[config.mk]
export PLATFORM = sky130hd
export DESIGN_NAME = raiz_iter_core_flat
export DESIGN_NICKNAME = d
export VERILOG_FILES = /design/src/rtl/raiz_iter_core_if.sv /design/src/rtl/raiz_iter_core.sv /design/src/flat_wrapper.sv
export SDC_FILE = /design/constraint.sdc
export NUM_CORES = 1
export LEC_CHECK = 0
export ABC_CLOCK_PERIOD_IN_PS = 3530
export CORE_ASPECT_RATIO = 1.25
export CORE_MARGIN = 1
export CORE_UTILIZATION = 35
export CTS_BUF_LIST = sky130_fd_sc_hd__clkbuf_8 sky130_fd_sc_hd__clkbuf_16
export CTS_CLUSTER_SIZE = 28
export DETAILED_ROUTE_END_ITERATION = 10
export PLACE_DENSITY_LB_ADDON = 0.08
export SLEW_MARGIN = 20
export SYNTH_ARGS = -nofsm -noshare
export SYNTH_HDL_FRONTEND = slang
export SYNTH_SLANG_ARGS = --single-unit
[constraint.sdc]
create_clock -name CLK -period 3.53 [get_ports CLK]
set_clock_uncertainty 0.1 [all_clocks]
set_input_delay 0.5295 -clock CLK [delete_from_list [all_inputs] [get_ports CLK]]
set_output_delay 0.5295 -clock CLK [all_outputs]
set_load 0.02 [all_outputs]
[src/rtl/raiz_iter_core_if.sv]
// Operand/result bundle between the Raiz control path and the square-root engine.
// The core takes the slave side; the calculator control (or a bench) takes the master side.
interface raiz_iter_core_if #(
    parameter int unsigned WIDTH = 16
);
    logic                   INIT;
    logic [2*WIDTH-1:0]     RADICANDO;
    logic [WIDTH-1:0]       Resultado;
    logic [WIDTH:0]         RESIDUO;
    logic                   LD;
    logic                   LD_TMP;
    logic                   BUSY;
    logic                   DONE;

    modport master (
        output INIT,
        output RADICANDO,
        input  Resultado,
        input  RESIDUO,
        input  LD,
        input  LD_TMP,
        input  BUSY,
        input  DONE
    );

    modport slave (
        input  INIT,
        input  RADICANDO,
        output Resultado,
        output RESIDUO,
        output LD,
        output LD_TMP,
        output BUSY,
        output DONE
    );
endinterface

[src/rtl/raiz_iter_core.sv]
// Iterative floor(sqrt) engine: digit-by-digit, two radicand bits consumed per clock.
// Drives the clear/load strobes and data of the downstream root temporary register.
module raiz_iter_core #(
    parameter int unsigned WIDTH = 16
) (
    input  logic             CLK,
    input  logic             RST_N,
    raiz_iter_core_if.slave  bus
);
    localparam int unsigned CW = (WIDTH > 1) ? $clog2(WIDTH) : 1;

    typedef enum logic [1:0] {
        S_IDLE,
        S_CLEAR,
        S_ITER,
        S_FIN
    } state_t;

    state_t               r_state;
    state_t               w_next;

    logic [2*WIDTH-1:0]   r_shift;
    logic [WIDTH+2:0]     r_rem;
    logic [WIDTH-1:0]     r_root;
    logic [WIDTH:0]       r_residuo;
    logic [CW-1:0]        r_cnt;
    logic                 r_ld;
    logic                 r_ld_tmp;
    logic                 r_busy;
    logic                 r_done;

    logic [WIDTH+2:0]     w_rem_s;
    logic [WIDTH+2:0]     w_trial;
    logic [WIDTH+2:0]     w_rem_next;
    logic [WIDTH-1:0]     w_root_next;

    always_ff @(posedge CLK or negedge RST_N) begin
        if (!RST_N) begin
            r_state <= S_IDLE;
        end else begin
            r_state <= w_next;
        end
    end

    always_comb begin
        w_next = r_state;
        case (r_state)
            S_IDLE:  if (bus.INIT) w_next = S_CLEAR;
            S_CLEAR: w_next = S_ITER;
            S_ITER:  if (r_cnt == '0) w_next = S_FIN;
            S_FIN:   w_next = S_IDLE;
            default: w_next = S_IDLE;
        endcase
    end

    // Remainder path is WIDTH+3 wide so the shifted remainder and trial divisor never wrap.
    always_comb begin
        w_rem_s     = (r_rem << 2) | {{(WIDTH+1){1'b0}}, r_shift[2*WIDTH-1 -: 2]};
        w_trial     = {1'b0, r_root, 2'b01};
        w_rem_next  = w_rem_s;
        w_root_next = r_root << 1;
        if (w_rem_s >= w_trial) begin
            w_rem_next  = w_rem_s - w_trial;
            w_root_next = (r_root << 1) | WIDTH'(1);
        end
    end

    always_ff @(posedge CLK or negedge RST_N) begin
        if (!RST_N) begin
            r_shift   <= '0;
            r_rem     <= '0;
            r_root    <= '0;
            r_residuo <= '0;
            r_cnt     <= '0;
        end else begin
            case (r_state)
                S_IDLE: begin
                    if (bus.INIT) begin
                        r_shift <= bus.RADICANDO;
                        r_cnt   <= CW'(WIDTH - 1);
                    end
                end
                S_CLEAR: begin
                    r_root <= '0;
                    r_rem  <= '0;
                end
                S_ITER: begin
                    r_rem   <= w_rem_next;
                    r_root  <= w_root_next;
                    r_shift <= r_shift << 2;
                    r_cnt   <= r_cnt - 1'b1;
                    // Load on the last step so RESIDUO is already valid while DONE is high.
                    if (r_cnt == '0) r_residuo <= w_rem_next[WIDTH:0];
                end
                S_FIN: begin
                    r_residuo <= r_rem[WIDTH:0];
                end
                default: ;
            endcase
        end
    end

    // Strobes are registered from the next state so each lines up with its state's cycle.
    always_ff @(posedge CLK or negedge RST_N) begin
        if (!RST_N) begin
            r_ld     <= 1'b0;
            r_ld_tmp <= 1'b0;
            r_busy   <= 1'b0;
            r_done   <= 1'b0;
        end else begin
            r_ld     <= (w_next == S_CLEAR);
            r_ld_tmp <= (w_next == S_FIN);
            r_done   <= (w_next == S_FIN);
            r_busy   <= (w_next != S_IDLE);
        end
    end

    assign bus.Resultado = r_root;
    assign bus.RESIDUO   = r_residuo;
    assign bus.LD        = r_ld;
    assign bus.LD_TMP    = r_ld_tmp;
    assign bus.BUSY      = r_busy;
    assign bus.DONE      = r_done;
endmodule

[src/flat_wrapper.sv]
// flat-port wrapper written by rule: the top's interface ports become plain ports
module raiz_iter_core_flat 
#(
    parameter int unsigned WIDTH = 16
)
  (CLK, RST_N, bus_INIT, bus_RADICANDO, bus_Resultado, bus_RESIDUO, bus_LD, bus_LD_TMP, bus_BUSY, bus_DONE);
  raiz_iter_core_if #(.WIDTH(WIDTH)) bus_i ();
  input  logic CLK;
  input  logic RST_N;
  input wire logic [$bits(bus_i.INIT)-1:0] bus_INIT;
  input wire logic [$bits(bus_i.RADICANDO)-1:0] bus_RADICANDO;
  output wire logic [$bits(bus_i.Resultado)-1:0] bus_Resultado;
  output wire logic [$bits(bus_i.RESIDUO)-1:0] bus_RESIDUO;
  output wire logic [$bits(bus_i.LD)-1:0] bus_LD;
  output wire logic [$bits(bus_i.LD_TMP)-1:0] bus_LD_TMP;
  output wire logic [$bits(bus_i.BUSY)-1:0] bus_BUSY;
  output wire logic [$bits(bus_i.DONE)-1:0] bus_DONE;
  assign bus_i.INIT = bus_INIT;
  assign bus_i.RADICANDO = bus_RADICANDO;
  assign bus_Resultado = bus_i.Resultado;
  assign bus_RESIDUO = bus_i.RESIDUO;
  assign bus_LD = bus_i.LD;
  assign bus_LD_TMP = bus_i.LD_TMP;
  assign bus_BUSY = bus_i.BUSY;
  assign bus_DONE = bus_i.DONE;
  raiz_iter_core #(.WIDTH(WIDTH)) u_core (.CLK(CLK), .RST_N(RST_N), .bus(bus_i));
endmodule
# ---- Yosys cells after proc, flatten, opt, wreduce, memory -nomap -nowiden
# Index checks and enable logic that the tools add are counted.
dict set report totals {
  out_inout_bits 37
  reg_bits 91
  elab_cells 41
  in_bits 35
}
dict set report classes {
  n_eq_ne 7
  n_bitwise 1
  n_mux 13
  addsub 2
  reduce_logical 8
  magnitude_cmp 1
}
# operator count
set op_table {}
lappend op_table {{case mux 17 bit (2 select lines)} 2}
lappend op_table {{case mux 32 bit (2 select lines)} 1}
lappend op_table {{2-to-1 mux 17 bit} 2}
lappend op_table {{2-to-1 mux 32 bit} 1}
lappend op_table {{case mux 16 bit (2 select lines)} 1}
lappend op_table {{greater-or-equal comparator 19 x 18 -> 1 bit} 1}
lappend op_table {{OR 19 x 2 -> 19 bit} 1}
lappend op_table {{subtractor 17 bit} 1}
lappend op_table {{case mux 2 bit (4 select lines)} 1}
lappend op_table {{case mux 4 bit (2 select lines)} 1}
lappend op_table {{nonzero test 2 bit} 4}
lappend op_table {{equality test 2 bit, second input constant} 3}
lappend op_table {{equality test 2 x 1 -> 1 bit, second input constant} 2}
lappend op_table {{logical NOT 4 bit} 1}
lappend op_table {{2-to-1 mux 2 bit} 2}
lappend op_table {{2-to-1 mux 4 bit} 1}
lappend op_table {{AND reduction 2 bit} 2}
lappend op_table {{subtractor 4 x 1 -> 4 bit, second input constant} 1}
lappend op_table {{logical NOT 2 bit} 1}
lappend op_table {{!= test 2 x 1 -> 1 bit, second input constant} 1}
lappend op_table {{!= test 2 bit, second input constant} 1}
lappend op_table {{2-to-1 mux 1 bit} 1}

# ---- Depth between registers and ports, before layout
# Gate-level depths: netlist (run 1).
dict set report logic_depth {
  depth_word 5
  ltp_mapped 12
  depth_no_buf 9
}

# ---- Worst setup path after synthesis (run 1)
# OpenSTA, ideal clock, no wires.
dict set report synth_timing {
  path_type {register to register}
  start {reg u_core.r_root[2], in the netlist u_core.bus.Resultado[2]}
  end {reg u_core.r_residuo[16], in the netlist u_core.bus.RESIDUO[16]}
  required_ns 3.304
  n_path_buf 1
  path_slack_ns 0.731
  period_less_slack_ns 2.799
  stages_incl_launch_ff 10
  setup_time_ns 0.126
  arrival_time_ns 2.573
  cell_sequence {dfrtp_1 > inv_1 > ha_1 > or3_1 > o22a_2 > a2111oi_4 > o221a_2 > buf_6 > a22oi_2 > a221o_1}
}
dict set report synth_via {
  elab_chain_cells 4
  word_cells_on_any_way 5
  classes_between {1 x add/sub; 1 x order compare; 3 x mux}
}
# element line
set synth_lines {}
lappend synth_lines {{from (decl)} raiz_iter_core.sv:24} ;# logic [WIDTH-1:0] r_root;
lappend synth_lines {{from (signal assigned)} raiz_iter_core.sv:89} ;# r_root <= w_root_next;
lappend synth_lines {{subtractor 17 bit / greater-or-equal comparator 19 x 18 -> 1 bit (equally long branches)} {raiz_iter_core.sv:63, raiz_iter_core.sv:62}}
lappend synth_lines {{2-to-1 mux 17 bit (*)} raiz_iter_core.sv:62} ;# if (w_rem_s >= w_trial) begin
lappend synth_lines {{2-to-1 mux 17 bit (*)} raiz_iter_core.sv:93} ;# if (r_cnt == '0) r_residuo <= w_rem_next[WIDTH:0];
lappend synth_lines {{case mux 17 bit (2 select lines) (*)} raiz_iter_core.sv:76} ;# case (r_state)
lappend synth_lines {{to (signal assigned)} raiz_iter_core.sv:93}
lappend synth_lines {{to (signal assigned)} raiz_iter_core.sv:96} ;# r_residuo <= r_rem[WIDTH:0];
lappend synth_lines {{to (decl)} raiz_iter_core.sv:25} ;# logic [WIDTH:0] r_residuo;
# Mark *: on every way between the ends. The rest lies on a longest branch, timed or not. The select of a mux whose other input is x is not followed.
# A chain may end at the register's enable or synchronous reset.

# ---- Worst setup path in the final report (run 1)
dict set report layout_timing {
  start {reg u_core.r_root[2], in the netlist u_core.bus.Resultado[2]}
  end {reg u_core.r_residuo[13], in the netlist u_core.bus.RESIDUO[13]}
}
# Same word-level chain as after synthesis.

==> run summary, run 1 <==
Cells after synthesis: 546
Detail Route Antenna Nets: 0
Initial antenna violation count: 0
Max-Cap Viols: 0
DP Cell Count: 763
Slew @ Worst Pin: 878.9 ps
Crit path time final: 3127 ps
Sum Neg Setup Slack: 0 ps
Vias per cell: 5.296
CTS tree: done
Ys flop type: dfrtp_1
Family with the most delay on the worst path: compound AO/OA/AOI/OAI gates
Postcts setup bufs: 0
Mapped Area: 4989 um^2
Number of synthesized flops with an enable pin: 0
Die area: 14,740 um^2
CTS Buffer Depth: 2
Static Leak: 2.625 nW
DR DRC count: 0
Diodes inserted: 0
Max stage delay on crit path: 520 ps
Worst EP arrival: 3260 ps
Status: complete, no violations
Vias in the first global route: 4,177
Worst min-delay path class: in2async
Largest net degree at the start of global routing: 45
DP Area: 5826 um^2
RePlAce Congestion: 0.8371
H-tree Lvls: 3
Crit path kind: reg2reg
Post-layout util: 0.4410
Synthesized net count: 603
Worst slew margin: 0.4126
Final hold vios: 0
CP Buf/Inv Count: 1
Seq cells post-synth: 91
Crit path cell chain: inv_1 > ha_1 > or3_1 > o22a_2 > a2111oi_4 > o221ai_2 > nor2_1 > a21oi_1 > a221o_1
DR vias: 4,120
Critical Path RT: 3660 ps
PostCTS Resize Cnt: 0
Layout cells sized above 1: 0.05970
Max VDD drop: 0.0004673 V
CP endpoint kind: flip-flop
Tot GR Track Use: 0.1868
Port Buffers: 71
First-pass GRT wire length: 21,000 um
First-pass iteration count of the detailed router: 6
Hold buffers post-CTS: 0
CTS clk-pin slew, worst paths: 70 ps
Worst path slowest cell: a2111oi_4
Worst-path fanout max: 17
Ys async rst share: 1.000
TritonCTS Buffers: 9
Top Ports: 72
Final net count: 656
Root Driver: clkbuf_16
Final instance area: 6118 um^2
Final Cycle Share: 0.8859
Crit start category: flip-flop
Synth Area per Inst: 9.137 um^2
DR iter-0 viols: 194
Sequential fraction of the synthesis area: 0.4565
Total Wirelength: 12,840 um
Gr ovfl total: 0
Worst skew pair latency: 350 ps
Cell variety after synth: 50
Die Width: 108.8 um
Core ar.: 13,870 um^2
HPWL Detailed: 9128 um
Area Overhead vs Synth: 22.65%
Finished Layout Cells: 778
Routed length per placed instance: 16.51 um
RSZ-0062 raised after global routing: no
Row count: 48
Final Max Slew Viols: 0
Syn. warnings: 0
Final setup viols: 0
Maximum operating frequency: 0.3198 GHz
PD cells: 1022 nW/um^2
Die height: 135.5 um
# clock sinks: 91
Initial Utilization: 0.3596
[layer usage]
metal  GRT usage  share of wire  vias up
met4     0.08934          0.023        0
met3     0.04040          0.045       21
met5           0              0        -
met2      0.3210           0.50       83
met1      0.2188           0.43     1979
li1            -              -     2037
[layout make-up]
| type | instances | area, um^2 |
|---|---|---|
| Clock inverter | 5 | 53.80 |
| Sequential cell | 91 | 2277 |
| Tap cell | 175 | 219.0 |
| Timing Repair Buffer | 78 | 760.7 |
| Fill cell | 1381 | 7755 |
| Inverter | 40 | 150.1 |
| Multi-Input combinational cell | 379 | 2419 |
| Clock buffer | 10 | 239.0 |
[synth_stat cells (2+ instances only)]
| cell type | instances | area, um^2 |
|---|---|---|
| a21o_1 | 6 | 45.04 |
| a31oi_1 | 6 | 37.54 |
| inv_1 | 40 | 150.1 |
| o21a_1 | 4 | 30.03 |
| nor2_1 | 30 | 112.6 |
| xnor2_1 | 7 | 61.31 |
| o21ai_0 | 73 | 365.4 |
| o2bb2ai_1 | 2 | 17.52 |
| buf_6 | 2 | 22.52 |
| o22ai_1 | 22 | 137.6 |
| nand2_1 | 45 | 168.9 |
| xor2_1 | 3 | 26.28 |
| buf_2 | 2 | 10.01 |
| nand2b_1 | 2 | 12.51 |
| nor3b_1 | 4 | 30.03 |
| a31o_2 | 2 | 17.52 |
| nand3_1 | 28 | 140.1 |
| o31ai_1 | 2 | 15.01 |
| mux2i_1 | 32 | 320.3 |
| and3_1 | 6 | 37.54 |
| a221o_1 | 2 | 20.02 |
| a21oi_2 | 2 | 17.52 |
| a211o_1 | 2 | 17.52 |
| or3_1 | 2 | 12.51 |
| nor2b_1 | 8 | 50.05 |
| buf_1 | 4 | 15.01 |
| nor3_1 | 6 | 30.03 |
| nand4_1 | 4 | 25.02 |
| dfrtp_1 | 91 | 2277 |
| a2111oi_0 | 2 | 17.52 |
| clkbuf_1 | 27 | 101.4 |
| ha_1 | 22 | 275.3 |
| a21oi_1 | 35 | 175.2 |
| and2_1 | 3 | 18.77 |
| o21ai_1 | 3 | 15.01 |
[through the flow]
step / setup WS (ps) / hold slack (ps) / power [mW]
6_report: 402.9 / 50.29 / 6.252
5_1_grt: 249.6 / 82.82 / 6.775
4_1_cts: 412.7 / 69.72 / 6.319
3_5_place_dp: 449.4 / 370.3 / 5.306
3_3_place_gp: 542.0 / 362.5 / 5.252
2_1_floorplan: 730.7 / 133.9 / 4.308
[registers in the layout (all words and copies together) (netlist names)]
| name | count |
|---|---|
| u_core.bus.BUSY | 1 |
| u_core.bus.LD | 1 |
| u_core.bus.LD_TMP | 1 |
| u_core.bus.RESIDUO | 17 |
| u_core.bus.Resultado | 16 |
| u_core.r_cnt | 4 |
| u_core.r_rem | 17 |
| u_core.r_shift | 32 |
| u_core.r_state | 2 |
[worst paths after layout]
kind	from	end	slack [ps]	cells past startpoint
worst max-delay path	u_core.bus.Resultado[2]$_DFFE_PN0P_	u_core.bus.RESIDUO[13]$_DFFE_PN0P_	400	9
worst min-delay path	RST_N	u_core.bus.RESIDUO[14]$_DFFE_PN0P_	50	1
worst max register to register	u_core.bus.Resultado[2]$_DFFE_PN0P_	u_core.bus.RESIDUO[13]$_DFFE_PN0P_	400	9
worst min register to register	u_core.r_shift[2]$_DFFE_PN0P_	u_core.r_shift[2]$_DFFE_PN0P_	380	2
max in group asynchronous	RST_N	u_core.bus.RESIDUO[5]$_DFFE_PN0P_	2500	2
min in group CLK	u_core.r_shift[2]$_DFFE_PN0P_	u_core.r_shift[2]$_DFFE_PN0P_	380	2
[power breakdown]
group | switching [mW] | internal [mW] | leakage [nW] | total, mW
registers | 0.241 | 1.45 | 1.15 | 1.69
clock network | 0.423 | 0.562 | 0.148 | 0.985
logic | 2.17 | 1.40 | 1.33 | 3.57
total | 2.84 | 3.42 | 2.62 | 6.25
[cells by family after synthesis]
| logic type | after synthesis | synth area share |
|---|---|---|
| flip-flops | 91 | 0.4565 |
| buffers and inverters | 76 | 0.06145 |
| AO/OA/AOI/OAI | 173 | 0.2104 |
| AND/OR/NAND/NOR | 141 | 0.1324 |
| adder cells (fa/ha/maj) | 22 | 0.05518 |
| multiplexers | 33 | 0.06647 |
| XOR/XNOR | 10 | 0.01756 |
[cells in the final DEF, fill, tap and decap left out, types with 3 or more instances in the layout]
master	instances
dfrtp_1	91
o21ai_0	73
clkdlybuf4s50_1	70
nand2_1	45
inv_1	40
a21oi_1	35
mux2i_1	32
nor2_1	30
nand3_1	28
o22ai_1	22
ha_1	21
clkbuf_16	9
nor2b_1	8
buf_4	8
xnor2_1	7
a21o_1	6
nor3_1	6
and3_1	6
a31oi_1	6
nor3b_1	4
o21a_1	4
nand4_1	4
and2_1	3
xor2_1	3
clkinv_2	3
(Power assumes the default switching activity.)
==> inputs of run 2 (changes only) <==
Settings changed: CAP_MARGIN set to 5.
==> results of run 2 <==
Final layout, timing and power as in run 1 (identical DEF).
